`src/rtl/rps_pkg.sv`:
```
// Shared constants for the stone/paper/scissors match sequencer:
// move codes, round result codes, FSM state codes and a result-to-ASCII helper.
`timescale 1ns/1ps
package rps_pkg;

  // Player move encoding
  localparam logic [1:0] MOVE_STONE    = 2'b00;
  localparam logic [1:0] MOVE_PAPER    = 2'b01;
  localparam logic [1:0] MOVE_SCISSORS = 2'b10;
  localparam logic [1:0] MOVE_INVALID  = 2'b11;

  // Round result encoding (RES_P1/RES_P2 double as match_winner codes)
  localparam logic [1:0] RES_TIE  = 2'b00;
  localparam logic [1:0] RES_P1   = 2'b01;
  localparam logic [1:0] RES_P2   = 2'b10;
  localparam logic [1:0] RES_VOID = 2'b11;

  // FSM state encoding, visible on state_o
  localparam logic [2:0] ST_IDLE    = 3'd0;
  localparam logic [2:0] ST_COLLECT = 3'd1;
  localparam logic [2:0] ST_JUDGE   = 3'd2;
  localparam logic [2:0] ST_REPORT  = 3'd3;
  localparam logic [2:0] ST_DONE    = 3'd4;

  // Printable character for a round result: '0', '1', '2' or '?'
  function automatic logic [7:0] res_to_ascii(input logic [1:0] res);
    logic [7:0] ch;
    case (res)
      RES_TIE: ch = 8'h30;
      RES_P1:  ch = 8'h31;
      RES_P2:  ch = 8'h32;
      default: ch = 8'h3F;
    endcase
    return ch;
  endfunction

endpackage

```
`src/rtl/rps_match_ctrl_if.sv`:
```
// Player-side move handshake bundle: one valid/move/ready triple per player.
// master = player/pin side, slave = match controller.
`timescale 1ns/1ps
interface rps_match_ctrl_if;
  logic       p1_valid;
  logic [1:0] p1_move;
  logic       p1_ready;
  logic       p2_valid;
  logic [1:0] p2_move;
  logic       p2_ready;

  modport master (
    output p1_valid, p1_move, p2_valid, p2_move,
    input  p1_ready, p2_ready
  );

  modport slave (
    input  p1_valid, p1_move, p2_valid, p2_move,
    output p1_ready, p2_ready
  );
endinterface

```
`src/rtl/rps_judge.sv`:
```
// Combinational round judge: compares two moves and returns tie / P1 / P2 / void.
`timescale 1ns/1ps
module rps_judge
  import rps_pkg::*;
(
  input  logic [1:0] p1_move,
  input  logic [1:0] p2_move,
  output logic [1:0] result
);

  // Any invalid move voids the round; otherwise stone>scissors, paper>stone, scissors>paper
  always_comb begin
    result = RES_VOID;
    if ((p1_move == MOVE_INVALID) || (p2_move == MOVE_INVALID)) begin
      result = RES_VOID;
    end else if (p1_move == p2_move) begin
      result = RES_TIE;
    end else begin
      case ({p1_move, p2_move})
        {MOVE_STONE, MOVE_SCISSORS},
        {MOVE_PAPER, MOVE_STONE},
        {MOVE_SCISSORS, MOVE_PAPER}: result = RES_P1;
        default:                     result = RES_P2;
      endcase
    end
  end

endmodule

```
`src/rtl/rps_match_ctrl.sv`:
```
// Match sequencer: collects one move per player per round, enforces a round
// timeout, judges the round, keeps scores and declares the match winner.
// Optional build macro RPS_ASCII_OUT_EN adds ascii_out, a printable copy of
// round_result updated on the same edge.
`timescale 1ns/1ps
module rps_match_ctrl
  import rps_pkg::*;
#(
  parameter int unsigned WINS_TO_MATCH  = 2,
  parameter int unsigned TIMEOUT_CYCLES = 255
) (
  input  logic             clk,
  input  logic             rst_n,
  input  logic             ena,
  input  logic             start,
  rps_match_ctrl_if.slave  bus,
  output logic             round_done,
  output logic [1:0]       round_result,
  output logic [3:0]       p1_score,
  output logic [3:0]       p2_score,
  output logic             match_done,
  output logic [1:0]       match_winner,
  output logic [2:0]       state_o
`ifdef RPS_ASCII_OUT_EN
  ,
  output logic [7:0]       ascii_out
`endif
);

  localparam logic [3:0]  WINS_L    = 4'(WINS_TO_MATCH);
  localparam logic [16:0] TIMEOUT_L = 17'(TIMEOUT_CYCLES);

  logic [2:0]  state_q, state_d;
  logic [15:0] timer_q, timer_d;
  logic        p1_cap_q, p1_cap_d;
  logic        p2_cap_q, p2_cap_d;
  logic [1:0]  p1_move_q, p1_move_d;
  logic [1:0]  p2_move_q, p2_move_d;
  logic        forced_q, forced_d;
  logic [1:0]  forced_res_q, forced_res_d;
  logic [1:0]  round_result_q, round_result_d;
  logic [3:0]  p1_score_q, p1_score_d;
  logic [3:0]  p2_score_q, p2_score_d;
  logic [1:0]  match_winner_q, match_winner_d;

  logic        p1_ready_s, p2_ready_s;
  logic        p1_take_s, p2_take_s;
  logic        p1_cap_now_s, p2_cap_now_s;
  logic [16:0] timer_inc_s;
  logic        timeout_s;
  logic [1:0]  judge_res_s;
  logic [1:0]  round_res_s;

  rps_judge u_judge (
    .p1_move (p1_move_q),
    .p2_move (p2_move_q),
    .result  (judge_res_s)
  );

  // Handshake readiness, capture strobes and timeout detection for this cycle
  always_comb begin
    p1_ready_s   = ena & (state_q == ST_COLLECT) & ~p1_cap_q;
    p2_ready_s   = ena & (state_q == ST_COLLECT) & ~p2_cap_q;
    p1_take_s    = bus.p1_valid & p1_ready_s;
    p2_take_s    = bus.p2_valid & p2_ready_s;
    p1_cap_now_s = p1_cap_q | p1_take_s;
    p2_cap_now_s = p2_cap_q | p2_take_s;
    timer_inc_s  = {1'b0, timer_q} + 17'd1;
    timeout_s    = (timer_inc_s == TIMEOUT_L);
  end

  // Round outcome: a timeout-forced result overrides the judge
  always_comb begin
    round_res_s = judge_res_s;
    if (forced_q) begin
      round_res_s = forced_res_q;
    end else begin
      round_res_s = judge_res_s;
    end
  end

  // Next-state and datapath update; everything holds while ena is low
  always_comb begin
    state_d        = state_q;
    timer_d        = timer_q;
    p1_cap_d       = p1_cap_q;
    p2_cap_d       = p2_cap_q;
    p1_move_d      = p1_move_q;
    p2_move_d      = p2_move_q;
    forced_d       = forced_q;
    forced_res_d   = forced_res_q;
    round_result_d = round_result_q;
    p1_score_d     = p1_score_q;
    p2_score_d     = p2_score_q;
    match_winner_d = match_winner_q;
    if (ena) begin
      case (state_q)
        ST_IDLE, ST_DONE: begin
          if (start) begin
            p1_score_d     = 4'd0;
            p2_score_d     = 4'd0;
            match_winner_d = RES_TIE;
            timer_d        = 16'd0;
            p1_cap_d       = 1'b0;
            p2_cap_d       = 1'b0;
            forced_d       = 1'b0;
            state_d        = ST_COLLECT;
          end else begin
            state_d = state_q;
          end
        end
        ST_COLLECT: begin
          timer_d = timer_inc_s[15:0];
          if (p1_take_s) begin
            p1_cap_d  = 1'b1;
            p1_move_d = bus.p1_move;
          end else begin
            p1_cap_d  = p1_cap_q;
          end
          if (p2_take_s) begin
            p2_cap_d  = 1'b1;
            p2_move_d = bus.p2_move;
          end else begin
            p2_cap_d  = p2_cap_q;
          end
          if (p1_cap_now_s && p2_cap_now_s) begin
            forced_d = 1'b0;
            state_d  = ST_JUDGE;
          end else if (timeout_s) begin
            forced_d = 1'b1;
            state_d  = ST_JUDGE;
            if (p1_cap_now_s) begin
              forced_res_d = RES_P1;
            end else if (p2_cap_now_s) begin
              forced_res_d = RES_P2;
            end else begin
              forced_res_d = RES_VOID;
            end
          end else begin
            state_d = ST_COLLECT;
          end
        end
        ST_JUDGE: begin
          round_result_d = round_res_s;
          case (round_res_s)
            RES_P1:  p1_score_d = p1_score_q + 4'd1;
            RES_P2:  p2_score_d = p2_score_q + 4'd1;
            default: p1_score_d = p1_score_q;
          endcase
          state_d = ST_REPORT;
        end
        ST_REPORT: begin
          if (p1_score_q == WINS_L) begin
            match_winner_d = RES_P1;
            state_d        = ST_DONE;
          end else if (p2_score_q == WINS_L) begin
            match_winner_d = RES_P2;
            state_d        = ST_DONE;
          end else begin
            timer_d  = 16'd0;
            p1_cap_d = 1'b0;
            p2_cap_d = 1'b0;
            forced_d = 1'b0;
            state_d  = ST_COLLECT;
          end
        end
        default: state_d = ST_IDLE;
      endcase
    end else begin
      state_d = state_q;
    end
  end

  // State and datapath registers with asynchronous active-low reset
  always_ff @(posedge clk or negedge rst_n) begin
    if (!rst_n) begin
      state_q        <= ST_IDLE;
      timer_q        <= 16'd0;
      p1_cap_q       <= 1'b0;
      p2_cap_q       <= 1'b0;
      p1_move_q      <= 2'b00;
      p2_move_q      <= 2'b00;
      forced_q       <= 1'b0;
      forced_res_q   <= 2'b00;
      round_result_q <= 2'b00;
      p1_score_q     <= 4'd0;
      p2_score_q     <= 4'd0;
      match_winner_q <= 2'b00;
    end else begin
      state_q        <= state_d;
      timer_q        <= timer_d;
      p1_cap_q       <= p1_cap_d;
      p2_cap_q       <= p2_cap_d;
      p1_move_q      <= p1_move_d;
      p2_move_q      <= p2_move_d;
      forced_q       <= forced_d;
      forced_res_q   <= forced_res_d;
      round_result_q <= round_result_d;
      p1_score_q     <= p1_score_d;
      p2_score_q     <= p2_score_d;
      match_winner_q <= match_winner_d;
    end
  end

`ifdef RPS_ASCII_OUT_EN
  logic [7:0] ascii_q, ascii_d;

  // Printable copy of the round result, loaded on the same edge as round_result
  always_comb begin
    ascii_d = ascii_q;
    if (ena && (state_q == ST_JUDGE)) begin
      ascii_d = res_to_ascii(round_res_s);
    end else begin
      ascii_d = ascii_q;
    end
  end

  // ASCII result register
  always_ff @(posedge clk or negedge rst_n) begin
    if (!rst_n) begin
      ascii_q <= 8'h00;
    end else begin
      ascii_q <= ascii_d;
    end
  end

  assign ascii_out = ascii_q;
`endif

  assign bus.p1_ready  = p1_ready_s;
  assign bus.p2_ready  = p2_ready_s;
  assign round_done    = (state_q == ST_REPORT);
  assign round_result  = round_result_q;
  assign p1_score      = p1_score_q;
  assign p2_score      = p2_score_q;
  assign match_done    = (state_q == ST_DONE);
  assign match_winner  = match_winner_q;
  assign state_o       = state_q;

endmodule

```
`src/flat_wrapper.sv`:
```
// flat-port wrapper written by rule: the top's interface ports become plain ports
module rps_match_ctrl_flat import rps_pkg::*;
#(
  parameter int unsigned WINS_TO_MATCH  = 2,
  parameter int unsigned TIMEOUT_CYCLES = 255
)
  (clk, rst_n, ena, start, round_done, round_result, p1_score, p2_score, match_done, match_winner, state_o, bus_p1_valid, bus_p1_move, bus_p2_valid, bus_p2_move, bus_p1_ready, bus_p2_ready);
  rps_match_ctrl_if bus_i ();
  input  logic clk;
  input  logic rst_n;
  input  logic ena;
  input  logic start;
  output logic round_done;
  output logic [1:0] round_result;
  output logic [3:0] p1_score;
  output logic [3:0] p2_score;
  output logic match_done;
  output logic [1:0] match_winner;
  output logic [2:0] state_o;
  input wire logic [$bits(bus_i.p1_valid)-1:0] bus_p1_valid;
  input wire logic [$bits(bus_i.p1_move)-1:0] bus_p1_move;
  input wire logic [$bits(bus_i.p2_valid)-1:0] bus_p2_valid;
  input wire logic [$bits(bus_i.p2_move)-1:0] bus_p2_move;
  output wire logic [$bits(bus_i.p1_ready)-1:0] bus_p1_ready;
  output wire logic [$bits(bus_i.p2_ready)-1:0] bus_p2_ready;
  assign bus_i.p1_valid = bus_p1_valid;
  assign bus_i.p1_move = bus_p1_move;
  assign bus_i.p2_valid = bus_p2_valid;
  assign bus_i.p2_move = bus_p2_move;
  assign bus_p1_ready = bus_i.p1_ready;
  assign bus_p2_ready = bus_i.p2_ready;
  rps_match_ctrl #(.WINS_TO_MATCH(WINS_TO_MATCH), .TIMEOUT_CYCLES(TIMEOUT_CYCLES)) u_core (.clk(clk), .rst_n(rst_n), .ena(ena), .start(start), .bus(bus_i), .round_done(round_done), .round_result(round_result), .p1_score(p1_score), .p2_score(p2_score), .match_done(match_done), .match_winner(match_winner), .state_o(state_o));
endmodule
```
`config.mk`:
```
export PLATFORM = sky130hd
export DESIGN_NAME = rps_match_ctrl_flat
export DESIGN_NICKNAME = d
export VERILOG_FILES = /design/src/rtl/rps_pkg.sv /design/src/rtl/rps_match_ctrl_if.sv /design/src/rtl/rps_judge.sv /design/src/rtl/rps_match_ctrl.sv /design/src/flat_wrapper.sv
export SDC_FILE = /design/constraint.sdc
export NUM_CORES = 1
export LEC_CHECK = 0
export BUFFER_PORTS_ARGS = -buffer_cell sky130_fd_sc_hd__buf_2
export CORE_MARGIN = 10
export CORE_UTILIZATION = 41
export DETAILED_ROUTE_END_ITERATION = 6
export GPL_TIMING_DRIVEN = 0
export PLACE_DENSITY = 0.62
export REMOVE_ABC_BUFFERS = 1
export SKIP_LAST_GASP = 1
export SLEW_MARGIN = 15
export SYNTH_ARGS = -nofsm -noshare
export SYNTH_HDL_FRONTEND = slang
export SYNTH_SLANG_ARGS = --single-unit
```
`constraint.sdc`:
```
create_clock -name clk -period 3.2 [get_ports clk]
set_clock_uncertainty 0.15 [all_clocks]
set_input_delay 0.32 -clock clk [delete_from_list [all_inputs] [get_ports clk]]
set_output_delay 0.32 -clock clk [all_outputs]
set_load 0.05 [all_outputs]
```
==> reports/metrics.yaml <==
cells_and_area:
  nNetsFinal: 311
  drive_gt1_share_pct: 17.6
  final_core_util_pct: 47.5
  diodes: 0
  layout-area-overhead-vs-synth_pct: 11.0
  fin_cells: 368
  design_area_mm2: 0.00267
global_route:
  grt_pass1_wl_um: 9150
  grt_pass1_vias: 1893
  antenna_found_initial: 0
  grt_overflow: 0
  grt_usage_pct: 12.1
  grt_max_degree: 41
power:
  ir_drop_mv: 0.424
  power.leakage_nw: 1.16
  finalPower_mw: 1.92
  p_per_area_mw_per_mm2: 720
floorplanning:
  fp.dieW_um: 96.5
  die_y_um: 96.5
  start_util_pct: 42.8
  ios: 29
  core_mm2: 0.00561
  rows: 27
  dieArea_mm2: 0.00932
place:
  placed_cells_incl_taps: 360
  post-place-ws_ns: 0.618
  dpl-instance-area_mm2: 0.00257
  io_buffers: 28
  dp_hpwl_um: 3850
  gp_congestion: 0.822
clock_network:
  htreeDepth: 2
  clkSinkCount: 40
  clock_tree.root_cell: "clkbuf_8"
  cts_resized: 0
  cts_setup_buffers: 0
  cts_buffer_depth: 2
  clock_latency_ns: 0.30
  holdBufCountCts: 0
  cts_buffers: 5
  cts_tree: "built"
  cts.clk_slew.worst_paths_ns: 0.09
outcome:
  violations: "hold timing"
  status: "finished with violations"
job:
  drv_cap: 0
setup_path:
  critical_path.most_common_cell: "nor2_1"
  cp_slowest_cell: "nand3_1"
  critPathMaxStageDelay_ns: 0.58
  crit_path_end_kind: "primary output"
  worstPathRequired_ns: 2.73
  start_kind: "flip-flop"
  path_class: "reg -> out"
  critPathMaxFanout: 20
  cp_cell_sequence: "nor2_1 > nand3_1 > nor2_1 > buf_2"
  arrival_ns: 2.20
logic_synthesis:
  synthTopCellsByCount: "dfrtp_1 (40), o21ai_0 (33), nand2_1 (31)"
  ys_warn_count: 0
  yosysMostFrequentCell: "dfrtp_1"
  ys_seq_area_share_pct: 41.7
  synth_edf_count: 0
  syn_area_per_cell_um2: 8.86
  yosys_most_used_dff: "dfrtp_1"
  synth.area.top_cells: "dfrtp_1 (42%), o21ai_0 (6.9%), nand2_1 (4.8%)"
  synthCells: 271
  synth.cell_area_mm2: 0.00240
  post-synth-top-area-cell: "dfrtp_1"
  ys_types: 53
  synthArstFlopShare_pct: 100
  ys_ff_latch: 40
  synth_top_cell_area_share_pct: 41.7
detailed_routing:
  vias: 2023
  drc: 0
  routedWlPerCell_um: 15.0
  dr.pass1.iters: 4
  ant_nets: 0
  finalWirelength_um: 5510
  via_per_inst: 5.50
  first_iter_violations: 144
timing:
  rsz0062_at_grt: "false"
  tightest_slew_ns: 0.907
  period_minus_slack_ns: 2.67
  finalHoldViolations: 8
  tns_ns: 0
  timing.hold.ws_ns: -0.0168
  period_share_pct: 83.4
  layout_setup_ws_ns: 0.530
  setup_viol: 0
  drv_slew: 0
  slew_headroom_pct: 39.5
  max_freq_mhz: 375
hold_path:
  min_path_type: "in -> async"
registers in the layout, indices dropped and copies added, names as in the netlist:
name and count:
u_core.match_winner 2, u_core.state_o 3, u_core.forced_res_q 2, u_core.p2_move_q 2, u_core.p2_cap_q 1, u_core.forced_q 1, u_core.p1_score 4, u_core.p1_move_q 2
u_core.round_result 2, u_core.p2_score 4, u_core.p1_cap_q 1, u_core.timer_q 16
routing by layer:
layer  GRT usage, %  vias to the layer above  share of wire (%)
met5              0                        -                  0
met4           4.12                        0               0.87
met3           2.62                        2                4.4
met2           18.6                       38                 44
met1           16.3                      957                 51
li1               -                     1026                  -
placed cells by master (no fill, tap or decap), types with 6 or more instances in the layout:
cell / instances
a21oi_1: 14
a31oi_1: 7
buf_2: 28
dfrtp_1: 40
ha_1: 6
inv_1: 8
nand2_1: 31
nand2b_1: 6
nand3_1: 14
nor2_1: 27
nor3_1: 6
o21ai_0: 33
o31ai_1: 6
cell families after synthesis:
group | after synthesis | share of synthesized area (%)
compound gates | 76 | 19.1
xor+xnor | 5 | 1.82
fa+ha+maj | 6 | 3.13
buf+inv | 19 | 3.70
flops | 40 | 41.7
mux | 9 | 4.12
simple gates | 116 | 26.4
report_power, final:
part           internal, mW  total [mW]  leakage (nW)  switching, mW
Clock                 0.155       0.358        0.0404          0.203
Sequential            0.602       0.746         0.535          0.144
Combinational         0.251       0.815         0.583          0.564
Total                  1.01        1.92          1.16          0.910
critical path, delay by kind of cell, from the launching register on:
family | cells | cell delay [ns]
simple gates | 3 | 1.08
buf+inv | 1 | 0.31
flops | 1 | 0.51
final cells by class:
type | count | area (µm²)
Fill cell | 578 | 2940
Clock buffer | 5 | 68.8
Tap cell | 72 | 90.1
Multi-Input combinational cell | 212 | 1310
Sequential cell | 40 | 1000
Timing Repair Buffer | 28 | 140
Clock inverter | 3 | 23.8
Inverter | 8 | 30.0
final timing paths:
kind | start | end | slack [ns] | depth (start not counted)
max in group asynchronous | rst_n | u_core.timer_q[5] | 2.33 | 1
max reg2reg | u_core.timer_q[0] | u_core.forced_res_q[1] | 0.59 | 7
min | rst_n | u_core.p2_score[2] | -0.02 | 1
min in group clk | bus_p1_move[1] | u_core.p1_move_q[1] | 0.10 | 2
max | u_core.state_o[1] | bus_p1_ready | 0.53 | 4
min reg2reg | u_core.forced_res_q[0] | u_core.forced_res_q[0] | 0.35 | 1
No activity file was read; power rests on OpenSTA's default activity.
